File: config.mk
export PLATFORM = sky130hd
export DESIGN_NAME = spi_lcd_sched_flat
export DESIGN_NICKNAME = d
export VERILOG_FILES = /design/src/rtl/spi_lcd_sched_if.sv /design/src/rtl/spi_lcd_sched.sv /design/src/flat_wrapper.sv
export SDC_FILE = /design/constraint.sdc
export NUM_CORES = 1
export LEC_CHECK = 0
export ABC_CLOCK_PERIOD_IN_PS = 2600
export CAP_MARGIN = 20
export CORE_MARGIN = 1.5
export CORE_UTILIZATION = 45
export CTS_BUF_LIST = sky130_fd_sc_hd__clkbuf_16
export CTS_CLUSTER_DIAMETER = 120
export DETAILED_ROUTE_END_ITERATION = 7
export GPL_TIMING_DRIVEN = 0
export PLACE_DENSITY = 0.64
export SYNTH_ARGS = -nofsm -noshare
export SYNTH_HDL_FRONTEND = slang
export SYNTH_SLANG_ARGS = --single-unit
File: constraint.sdc
create_clock -name clk -period 2.6 [get_ports clk]
set_input_delay 0.52 -clock clk [delete_from_list [all_inputs] [get_ports clk]]
set_output_delay 0.52 -clock clk [all_outputs]
set_load 0.005 [all_outputs]
File: src/rtl/spi_lcd_sched_if.sv
// Bus bundle between the CPU/HW requesters (master) and the SPI LCD scheduler (slave).
interface spi_lcd_sched_if #(
  parameter int unsigned FIFO_AW = 3
);
  logic               cpu_we;
  logic [9:0]         cpu_wdata;
  logic               cpu_clr;
  logic               cpu_full;
  logic [FIFO_AW:0]   cpu_level;
  logic               ovf;
  logic               hw_req;
  logic [9:0]         hw_data;
  logic               hw_ack;
  logic               spi_start;
  logic [9:0]         spi_din;
  logic               busy;

  modport master (
    output cpu_we, cpu_wdata, cpu_clr, hw_req, hw_data,
    input  cpu_full, cpu_level, ovf, hw_ack, spi_start, spi_din, busy
  );

  modport slave (
    input  cpu_we, cpu_wdata, cpu_clr, hw_req, hw_data,
    output cpu_full, cpu_level, ovf, hw_ack, spi_start, spi_din, busy
  );
endinterface

File: src/rtl/spi_lcd_sched.sv
// Shares the SPI LCD driver between a CPU write FIFO and a HW req/ack requester, pacing by cycles.
// Define SPI_SCHED_RR_EN for round-robin arbitration; default is fixed HW-over-CPU priority.
module spi_lcd_sched #(
  parameter int unsigned FIFO_AW     = 3,
  parameter int unsigned XFER_CYCLES = 460,
  parameter int unsigned PWR_CYCLES  = 2
) (
  input logic            clk,
  input logic            reset_,
  spi_lcd_sched_if.slave bus
);
  localparam int unsigned DEPTH    = 1 << FIFO_AW;
  localparam int unsigned HOLD_MAX = (XFER_CYCLES > PWR_CYCLES) ? XFER_CYCLES : PWR_CYCLES;
  localparam int unsigned HOLD_W   = $clog2(HOLD_MAX + 1);

  typedef enum logic [1:0] {StIdle, StIssue, StHold} state_e;

  state_e               state_q;
  logic [9:0]           mem_q [DEPTH];
  logic [FIFO_AW-1:0]   wr_ptr_q, rd_ptr_q;
  logic [FIFO_AW:0]     level_q;
  logic                 ovf_q;
  logic                 hw_ack_q;
  logic                 spi_start_q;
  logic [9:0]           spi_din_q;
  logic                 busy_q;
  logic                 grant_hw_q;
  logic [HOLD_W-1:0]    hold_q;

  logic fifo_empty, fifo_full, pop, push, drop, pick_hw;

  assign fifo_empty = (level_q == '0);
  assign fifo_full  = (level_q == (FIFO_AW+1)'(DEPTH));
  // The head word was already latched into spi_din in IDLE, so its slot is free during ISSUE.
  assign pop  = (state_q == StIssue) && !grant_hw_q;
  assign push = bus.cpu_we && (!fifo_full || pop);
  assign drop = bus.cpu_we && !push;

`ifdef SPI_SCHED_RR_EN
  logic last_hw_q;

  assign pick_hw = bus.hw_req && (fifo_empty || !last_hw_q);

  always_ff @(posedge clk or negedge reset_) begin
    if (!reset_) begin
      last_hw_q <= 1'b0;
    end else if (state_q == StIssue) begin
      last_hw_q <= grant_hw_q;
    end
  end
`else
  assign pick_hw = bus.hw_req;
`endif

  always_ff @(posedge clk) begin
    if (push) begin
      mem_q[wr_ptr_q] <= bus.cpu_wdata;
    end
  end

  always_ff @(posedge clk or negedge reset_) begin
    if (!reset_) begin
      wr_ptr_q <= '0;
      rd_ptr_q <= '0;
      level_q  <= '0;
      ovf_q    <= 1'b0;
    end else begin
      if (push) wr_ptr_q <= wr_ptr_q + FIFO_AW'(1);
      if (pop)  rd_ptr_q <= rd_ptr_q + FIFO_AW'(1);
      if (push && !pop) begin
        level_q <= level_q + (FIFO_AW+1)'(1);
      end else if (pop && !push) begin
        level_q <= level_q - (FIFO_AW+1)'(1);
      end
      // A drop wins over a clear in the same cycle.
      if (drop) begin
        ovf_q <= 1'b1;
      end else if (bus.cpu_clr) begin
        ovf_q <= 1'b0;
      end
    end
  end

  always_ff @(posedge clk or negedge reset_) begin
    if (!reset_) begin
      state_q     <= StIdle;
      hw_ack_q    <= 1'b0;
      spi_start_q <= 1'b0;
      spi_din_q   <= '0;
      busy_q      <= 1'b0;
      grant_hw_q  <= 1'b0;
      hold_q      <= '0;
    end else begin
      spi_start_q <= 1'b0;
      hw_ack_q    <= 1'b0;
      unique case (state_q)
        StIdle: begin
          if (bus.hw_req || !fifo_empty) begin
            grant_hw_q  <= pick_hw;
            spi_din_q   <= pick_hw ? bus.hw_data : mem_q[rd_ptr_q];
            spi_start_q <= 1'b1;
            hw_ack_q    <= pick_hw;
            busy_q      <= 1'b1;
            state_q     <= StIssue;
          end
        end
        StIssue: begin
          hold_q  <= spi_din_q[9] ? HOLD_W'(PWR_CYCLES) : HOLD_W'(XFER_CYCLES);
          state_q <= StHold;
        end
        StHold: begin
          if (hold_q <= HOLD_W'(1)) begin
            hold_q  <= '0;
            busy_q  <= 1'b0;
            state_q <= StIdle;
          end else begin
            hold_q <= hold_q - HOLD_W'(1);
          end
        end
        default: state_q <= StIdle;
      endcase
    end
  end

  assign bus.cpu_full  = fifo_full;
  assign bus.cpu_level = level_q;
  assign bus.ovf       = ovf_q;
  assign bus.hw_ack    = hw_ack_q;
  assign bus.spi_start = spi_start_q;
  assign bus.spi_din   = spi_din_q;
  assign bus.busy      = busy_q;
endmodule

File: src/flat_wrapper.sv
// flat-port wrapper written by rule: the top's interface ports become plain ports
module spi_lcd_sched_flat 
#(
  parameter int unsigned FIFO_AW     = 3,
  parameter int unsigned XFER_CYCLES = 460,
  parameter int unsigned PWR_CYCLES  = 2
)
  (clk, reset_, bus_cpu_we, bus_cpu_wdata, bus_cpu_clr, bus_hw_req, bus_hw_data, bus_cpu_full, bus_cpu_level, bus_ovf, bus_hw_ack, bus_spi_start, bus_spi_din, bus_busy);
  spi_lcd_sched_if #(.FIFO_AW(FIFO_AW)) bus_i ();
  input logic clk;
  input logic reset_;
  input wire logic [$bits(bus_i.cpu_we)-1:0] bus_cpu_we;
  input wire logic [$bits(bus_i.cpu_wdata)-1:0] bus_cpu_wdata;
  input wire logic [$bits(bus_i.cpu_clr)-1:0] bus_cpu_clr;
  input wire logic [$bits(bus_i.hw_req)-1:0] bus_hw_req;
  input wire logic [$bits(bus_i.hw_data)-1:0] bus_hw_data;
  output wire logic [$bits(bus_i.cpu_full)-1:0] bus_cpu_full;
  output wire logic [$bits(bus_i.cpu_level)-1:0] bus_cpu_level;
  output wire logic [$bits(bus_i.ovf)-1:0] bus_ovf;
  output wire logic [$bits(bus_i.hw_ack)-1:0] bus_hw_ack;
  output wire logic [$bits(bus_i.spi_start)-1:0] bus_spi_start;
  output wire logic [$bits(bus_i.spi_din)-1:0] bus_spi_din;
  output wire logic [$bits(bus_i.busy)-1:0] bus_busy;
  assign bus_i.cpu_we = bus_cpu_we;
  assign bus_i.cpu_wdata = bus_cpu_wdata;
  assign bus_i.cpu_clr = bus_cpu_clr;
  assign bus_i.hw_req = bus_hw_req;
  assign bus_i.hw_data = bus_hw_data;
  assign bus_cpu_full = bus_i.cpu_full;
  assign bus_cpu_level = bus_i.cpu_level;
  assign bus_ovf = bus_i.ovf;
  assign bus_hw_ack = bus_i.hw_ack;
  assign bus_spi_start = bus_i.spi_start;
  assign bus_spi_din = bus_i.spi_din;
  assign bus_busy = bus_i.busy;
  spi_lcd_sched #(.FIFO_AW(FIFO_AW), .XFER_CYCLES(XFER_CYCLES), .PWR_CYCLES(PWR_CYCLES)) u_core (.clk(clk), .reset_(reset_), .bus(bus_i));
endmodule
==> results of run 1 <==
[worst max-delay path, stage by stage (launching register included)]
cell	delay, ns
dfrtp_1	0.39
inv_1	0.08
ha_2	0.20
nand2b_4	0.10
nand3_2	0.11
nand2_2	0.08
inv_4	0.09
ha_4	0.17
inv_2	0.07
ha_1	0.27
a21o_1	0.25
a21oi_2	0.18
mux2i_1	0.25
o31ai_1	0.12
[routing by layer]
| layer | track usage, % | share of wire, % | vias to the layer above |
|---|---|---|---|
| met1 | 23.9 | 45 | 1411 |
| met4 | 8.36 | 1.8 | 0 |
| met3 | 4.76 | 3.1 | 14 |
| met2 | 30.3 | 50 | 45 |
| li1 | - | - | 1341 |
| met5 | 0 | 0 | - |
[kinds of logic after synthesis]
| kind of cell | after synthesis | synth area share (%) |
|---|---|---|
| AOI/OAI and AO/OA | 40 | 5.69 |
| xor gates and xnor gates | 6 | 1.05 |
| adders and majority gates | 11 | 2.91 |
| buffers and inverters | 25 | 2.40 |
| DFF | 116 | 66.1 |
| muxes | 45 | 15.8 |
| and+or+nand+nor | 63 | 6.01 |
[cell usage in the layout, fill, tap and decap left out, drive strengths merged, types with 3 or more instances in the layout]
master,n
a21oi,3
mux2,14
nor3,9
clkinvlp,3
clkdlybuf4s50,42
clkinv,8
mux2i,11
ha,10
nand2b,5
mux4,20
xnor2,4
edfxtp,80
buf,15
inv,16
nor2,10
dfrtp,36
nand2,25
a31oi,4
o21ai,15
o311ai,5
nand3,6
clkbuf,23
[area by class of cell]
type                    instances  share of cell area, %
multi-input cells             165                   26.1
clock inverters                15                   2.26
well taps                     140                   2.76
inverters                      14                  0.866
clock buffers                  17                   6.69
repair buffers                 53                   8.29
flip-flops and latches        116                   52.0
plain buffers                  10                   1.00
[repair_timing]
item,CTS,global route
buffers inserted,1,1
pin swaps,2,1
gates resized for setup,12,3
endpoints found under the hold margin,0,0
setup endpoints to repair,38,1
[path summary, 6_finish.rpt]
kind | startpoint | endpoint | slack (ns) | cells past startpoint
setup / recovery | u_core.state_q[1] | u_core.bus.cpu_level[3] | 0.1 | 13
hold / removal | reset_ | u_core.bus.busy | 0.20 | 1
setup reg to reg | u_core.state_q[1] | u_core.bus.cpu_level[3] | 0.1 | 13
hold reg to reg | u_core.grant_hw_q | u_core.grant_hw_q | 0.48 | 1
max in group asynchronous | reset_ | u_core.bus.cpu_level[2] | 1.87 | 1
min in group clk | u_core.grant_hw_q | u_core.grant_hw_q | 0.48 | 1
[registers in the layout, indices dropped and copies added (netlist names)]
| name | cells |
|---|---|
| u_core.bus.hw_ack | 1 |
| u_core.grant_hw_q | 1 |
| u_core.hold_q | 9 |
| u_core.rd_ptr_q | 3 |
| u_core.bus.cpu_level | 4 |
| u_core.bus.busy | 1 |
| u_core.mem_q | 80 |
| u_core.bus.spi_din | 10 |
| u_core.bus.spi_start | 1 |
| u_core.wr_ptr_q | 3 |
| u_core.bus.ovf | 1 |
| u_core.state_q | 2 |
[power by group through the flow]
stage | Clock [mW] | Sequential, mW | Combinational, mW
final | 2.21 | 2.79 | 2.70
after global routing | 2.32 | 2.85 | 2.99
after CTS | 2.25 | 2.79 | 2.70
after detailed placement | 0 | 2.81 | 2.58
after global placement | 0 | 2.79 | 2.46
after floorplan | 0 | 2.75 | 1.70
[cells in the mapped netlist (all sizes together) (2+ instances only)]
cell type   n  area, sq um
nor2       10         37.5
xnor2       4         35.0
nor4        2         12.5
nand2b      5         31.3
nor3        9         56.3
o21ai      15         75.1
mux2       14          158
and2        2         12.5
nand2      25         93.8
mux2i      11          110
edfxtp     80         2400
inv        14         52.6
ha         10          125
o311ai      5         43.8
a31oi       4         25.0
a21o        2         15.0
o31ai       2         15.0
buf         4         41.3
nand3       6         30.0
clkbuf      7         26.3
xor2        2         17.5
a21oi       3         15.0
dfrtp      36          901
mux4       20          522
[stage by stage]
step / worst slack [ns] / TNS [ns] / util (%) / hold slack, ns / instances
after detailed placement: -0.508 / -9.39 / 52.4 / 0.461 / 494
after global routing: -0.00110 / -0.00110 / 58.6 / 0.269 / 530
final: 0.0960 / 0 / 58.6 / 0.204 / 530
after CTS: 0.0204 / 0 / 58.2 / 0.225 / 526
after floorplan: 0.00560 / 0 / - / 0.224 / 306
after global placement: -0.880 / -32.38 / 51.7 / 0.451 / 489
==> impl_metrics.tcl, run 1 <==
set metrics [dict create \
    io_pins 44 \
    nets 413 \
    min_period_ns 2.50 \
    stdcell_area_sq_um 6350 \
    synth_seq_area_share_pct 66.1 \
    ant_nets 0 \
    arrival_ns 2.78 \
    worst_setup_path_end_kind "register" \
    postSynthAreaPerCell_sq_um 16.3 \
    p_sw_share_pct 32.4 \
    hold_path_class "input pin to async pin" \
    cts.root.buffer_cell "clkbuf_16" \
    num_rows 38 \
    drcViolationCount 0 \
    final_max_slew_viol_count 0 \
    worstMarginPinSlew_ns 0.950 \
    drt_first_pass_iters 4 \
    drt_iter0_markers 162 \
    ys_ff_latch 116 \
    outcome "finished clean" \
    clk_pin_slew_worst_paths_ns 0.05 \
    cp-start-kind "register" \
    finalHoldViolations 0 \
    vdd_drop_max_mv 0.653 \
    switchingPower_mw 2.50 \
    grt_pass1_wl_microns 15600 \
    dp_hpwl_microns 6460 \
    synthArstFlopShare_pct 31.0 \
    p_leak_nw 2.38 \
    vias_per_cell 5.30 \
    period_share_pct 96.3 \
    syn_nets 342 \
    finalSetupViolations 0 \
    wirelength_microns 9890 \
    wl_per_cell_microns 18.7 \
    criticalPathCategory "register to register" \
    port_buffers 43 \
    multi_input_area_sq_um 1660 \
    grtUsageTotal_pct 18.7 \
    die_y_microns 108 \
    grt_start_max_net_pins 37 \
    layout-drive-gt1-share_pct 19.7 \
    n_fill_cell 840 \
    core-area_sq_um 10800 \
    crit_fanout 5 \
    area_delta_synth_final_pct 27.2 \
    tritoncts "done" \
    grt_pass1_vias 2921 \
    antenna-diode-count 0 \
    max_cap_violations 0 \
    initial_core_util_pct 46.1 \
    seqCellArea_sq_um 3300 \
    seq_power_share_pct 36.2 \
    synth.distinct_cells 43 \
    ys.flop_type "edfxtp_1" \
    p_int_mw 5.21 \
    fin_worst_skew_ns 0.00831 \
    die_area_sq_um 11700 \
    power_mw 7.71 \
    synth_area_sq_um 4990 \
    pwr-share-comb_pct 35.1 \
    power_per_cell_area_nw_per_um2 1210 \
    cp_data_required_time_ns 2.88 \
    synth_cells 306 \
    place_area_sq_um 5680 \
    antenna_found_initial 0 \
    cts_hold_buf 0 \
    yosys_warnings 0 \
    synth_edf_count 80 \
    num_vias 2811 \
    cts-htree-levels 4 \
    clockBufferDepth 2 \
    clk_latency_ns 0.42 \
    slew_headroom_pct 36.1 \
    fmax_mhz 399 \
    gp_congestion 0.810 \
    cts_buffers 17 \
    clockPowerShare_pct 28.7 \
    grt_overflow_total 0 \
    cts.sinks 116 \
    die_w_microns 108 \
]
Note: power is estimated with default switching activity, not from simulation.
==> run 2, diff against run 1 <==
==> constraint.sdc (replaced) <==
create_clock -name clk -period 2.6 [get_ports clk]
set_input_delay 0.26 -clock clk [delete_from_list [all_inputs] [get_ports clk]]
set_output_delay 0.26 -clock clk [all_outputs]
set_load 0.005 [all_outputs]
==> run 2 against run 1 <==
Design area up 0.16%. Utilization up 0.092 points. Sequential power about the same. Routed wire length about the same. Flip-flop and latch count unchanged. Clock power about the same. Clock skew about the same. Global-route usage unchanged. Non-clock buffer count up 1.
==> impl_metrics.tcl, run 2 (synthesized netlist as in run 1, its figures left out) <==
set metrics [dict create \
    outcome "finished clean" \
    die_area_sq_um 11700 \
    grt_overflow_total 0 \
    port_buffers 43 \
    largest_register_ffs 80 \
    utilization_pct 58.7 \
    crit_end "u_core.bus.cpu_level[3]" \
    p_leak_nw 2.38 \
    cp_data_required_time_ns 2.88 \
    drcViolationCount 0 \
    slowest_stage "dfrtp_1" \
    r2r_end "u_core.bus.cpu_level[3]" \
    worstMarginPinSlew_ns 0.950 \
    drt_first_pass_iters 4 \
    grt_pass1_vias 2921 \
    layout-drive-gt1-share_pct 19.7 \
    ant_nets 0 \
    cp-start-kind "register" \
    cts_buffers 17 \
    die_w_microns 108 \
    area_delta_synth_final_pct 27.4 \
    largest_register "u_core.mem_q" \
    cts.sinks 116 \
    reg2regPathDepth 13 \
    wirelength_microns 9900 \
    criticalPathCategory "register to register" \
    hold_path_class "input pin to register" \
    grtUsageMet1_pct 23.9 \
    path_buf_inv 3 \
    antenna_found_initial 0 \
    min_period_ns 2.51 \
    worst_setup_path_end_kind "register" \
    final_max_slew_viol_count 0 \
    stdcell_area_sq_um 6360 \
    arrival_ns 2.79 \
    max_stage_delay_ns 0.39 \
    met3_usage_pct 4.76 \
    cts-htree-levels 4 \
    path_cells "inv_1 -> ha_2 -> nand2b_4 -> nand3_2 -> nand2_2 -> inv_4 -> ha_4 -> inv_2 -> ha_1 -> a21o_1 -> a21oi_2 -> mux2i_1 -> o31ai_1" \
    wl_per_cell_microns 18.6 \
    nets 414 \
    clk_latency_ns 0.42 \
    grt_pass1_wl_microns 15600 \
    tns_ns 0 \
    grt_start_max_net_pins 37 \
    grtUsageTotal_pct 18.7 \
    crit-reg2reg-launch "u_core.state_q[1]" \
    dp_hpwl_microns 6460 \
    fin_worst_skew_ns 0.00832 \
    max_cap_violations 0 \
    antenna-diode-count 0 \
    grt-busiest-layer "met2" \
    io_pins 44 \
    critPathLaunch "u_core.state_q[1]" \
    power_per_cell_area_nw_per_um2 1210 \
    min_from "bus_cpu_clr" \
    dpl_worst_slack_ns -0.508 \
    num_vias 2815 \
    layout_setup_ws_ns 0.0949 \
    clockBufferDepth 2 \
    critical-path-top-delay-family "adder cells" \
    initial_core_util_pct 46.1 \
    drt_iter0_markers 179 \
    cp.depth 13 \
    power_mw 7.71 \
    finalSetupViolations 0 \
    mostFrequentLayoutCells "edfxtp_1, clkdlybuf4s50_1, dfrtp_1" \
    tritoncts "done" \
    clk_pin_slew_worst_paths_ns 0.05 \
    vdd_drop_max_mv 0.653 \
    use_met2_pct 30.3 \
    gp_congestion 0.810 \
    die_y_microns 108 \
    period_share_pct 96.4 \
    slew_headroom_pct 36.1 \
    finalHoldViolations 0 \
    fmax_mhz 399 \
    num_rows 38 \
    place_area_sq_um 5680 \
    crit_fanout 5 \
    final_common_cell "edfxtp_1" \
    core-area_sq_um 10800 \
    vias_per_cell 5.30 \
    cts.root.buffer_cell "clkbuf_16" \
    ff2ff_setup_slack_ns 0.09 \
]
==> run 2: where the power goes <==
group | total (mW) | leakage [nW] | internal, mW | switching (mW)
clock | 2.21 | 0.279 | 1.39 | 0.820
combinational | 2.70 | 0.938 | 1.35 | 1.35
sequential | 2.79 | 1.16 | 2.46 | 0.329
total | 7.71 | 2.38 | 5.21 | 2.50
==> run 2: how the worst min path moves through the flow <==
stage / to / slack [ns] / cells past startpoint
after global placement: u_core.grant_hw_q / 0.45 / 1
after floorplan: u_core.bus.busy / -0.04 / 0
final: u_core.bus.ovf / 0.42 / 2
after CTS: u_core.bus.ovf / 0.41 / 2
after global routing: u_core.bus.ovf / 0.43 / 2
after detailed placement: u_core.bus.busy / 0.41 / 1
==> run 2: layout make-up <==
cell class,count,area [sq um]
plain buffers,10,63.8
clock buffers,17,425
clock inverters,15,144
fillers,839,4480
inverters,14,55.1
multi-input cells,165,1660
flip-flops and latches,116,3300
well taps,140,175
repair buffers,54,537
==> run 2: worst reg2reg max path: cells and delay by family (launching register included) <==
kind / cells / cell delay (ns)
AO/OA/AOI/OAI: 3 / 0.55
adder cells (fa/ha/maj): 3 / 0.64
multiplexers: 1 / 0.25
flip-flops: 1 / 0.39
AND/OR/NAND/NOR: 3 / 0.29
buffers and inverters: 3 / 0.25
==> run 2: metrics by stage <==
stage               cells  hold WS (ns)
detailed placement    494         0.409
floorplan             306       -0.0356
global placement      489         0.451
CTS                   527         0.412
finish                531         0.425
global route          531         0.435
==> run 2: routing by layer <==
layer  wire (microns)  vias to the layer above
met5                0                        -
met4              175                        0
met3              309                       14
met2             4960                       45
met1             4450                     1413
li1                 -                     1343
==> run 2: repair_timing <==
| action | in CTS | in global routing |
|---|---|---|
| buffers inserted | 1 | 1 |
| resized for setup | 12 | 3 |
| endpoints found under the hold margin | 36 | 0 |
| hold buffers | 1 | 0 |
| endpoints found under the setup margin | 38 | 1 |
| pin swaps | 2 | 1 |
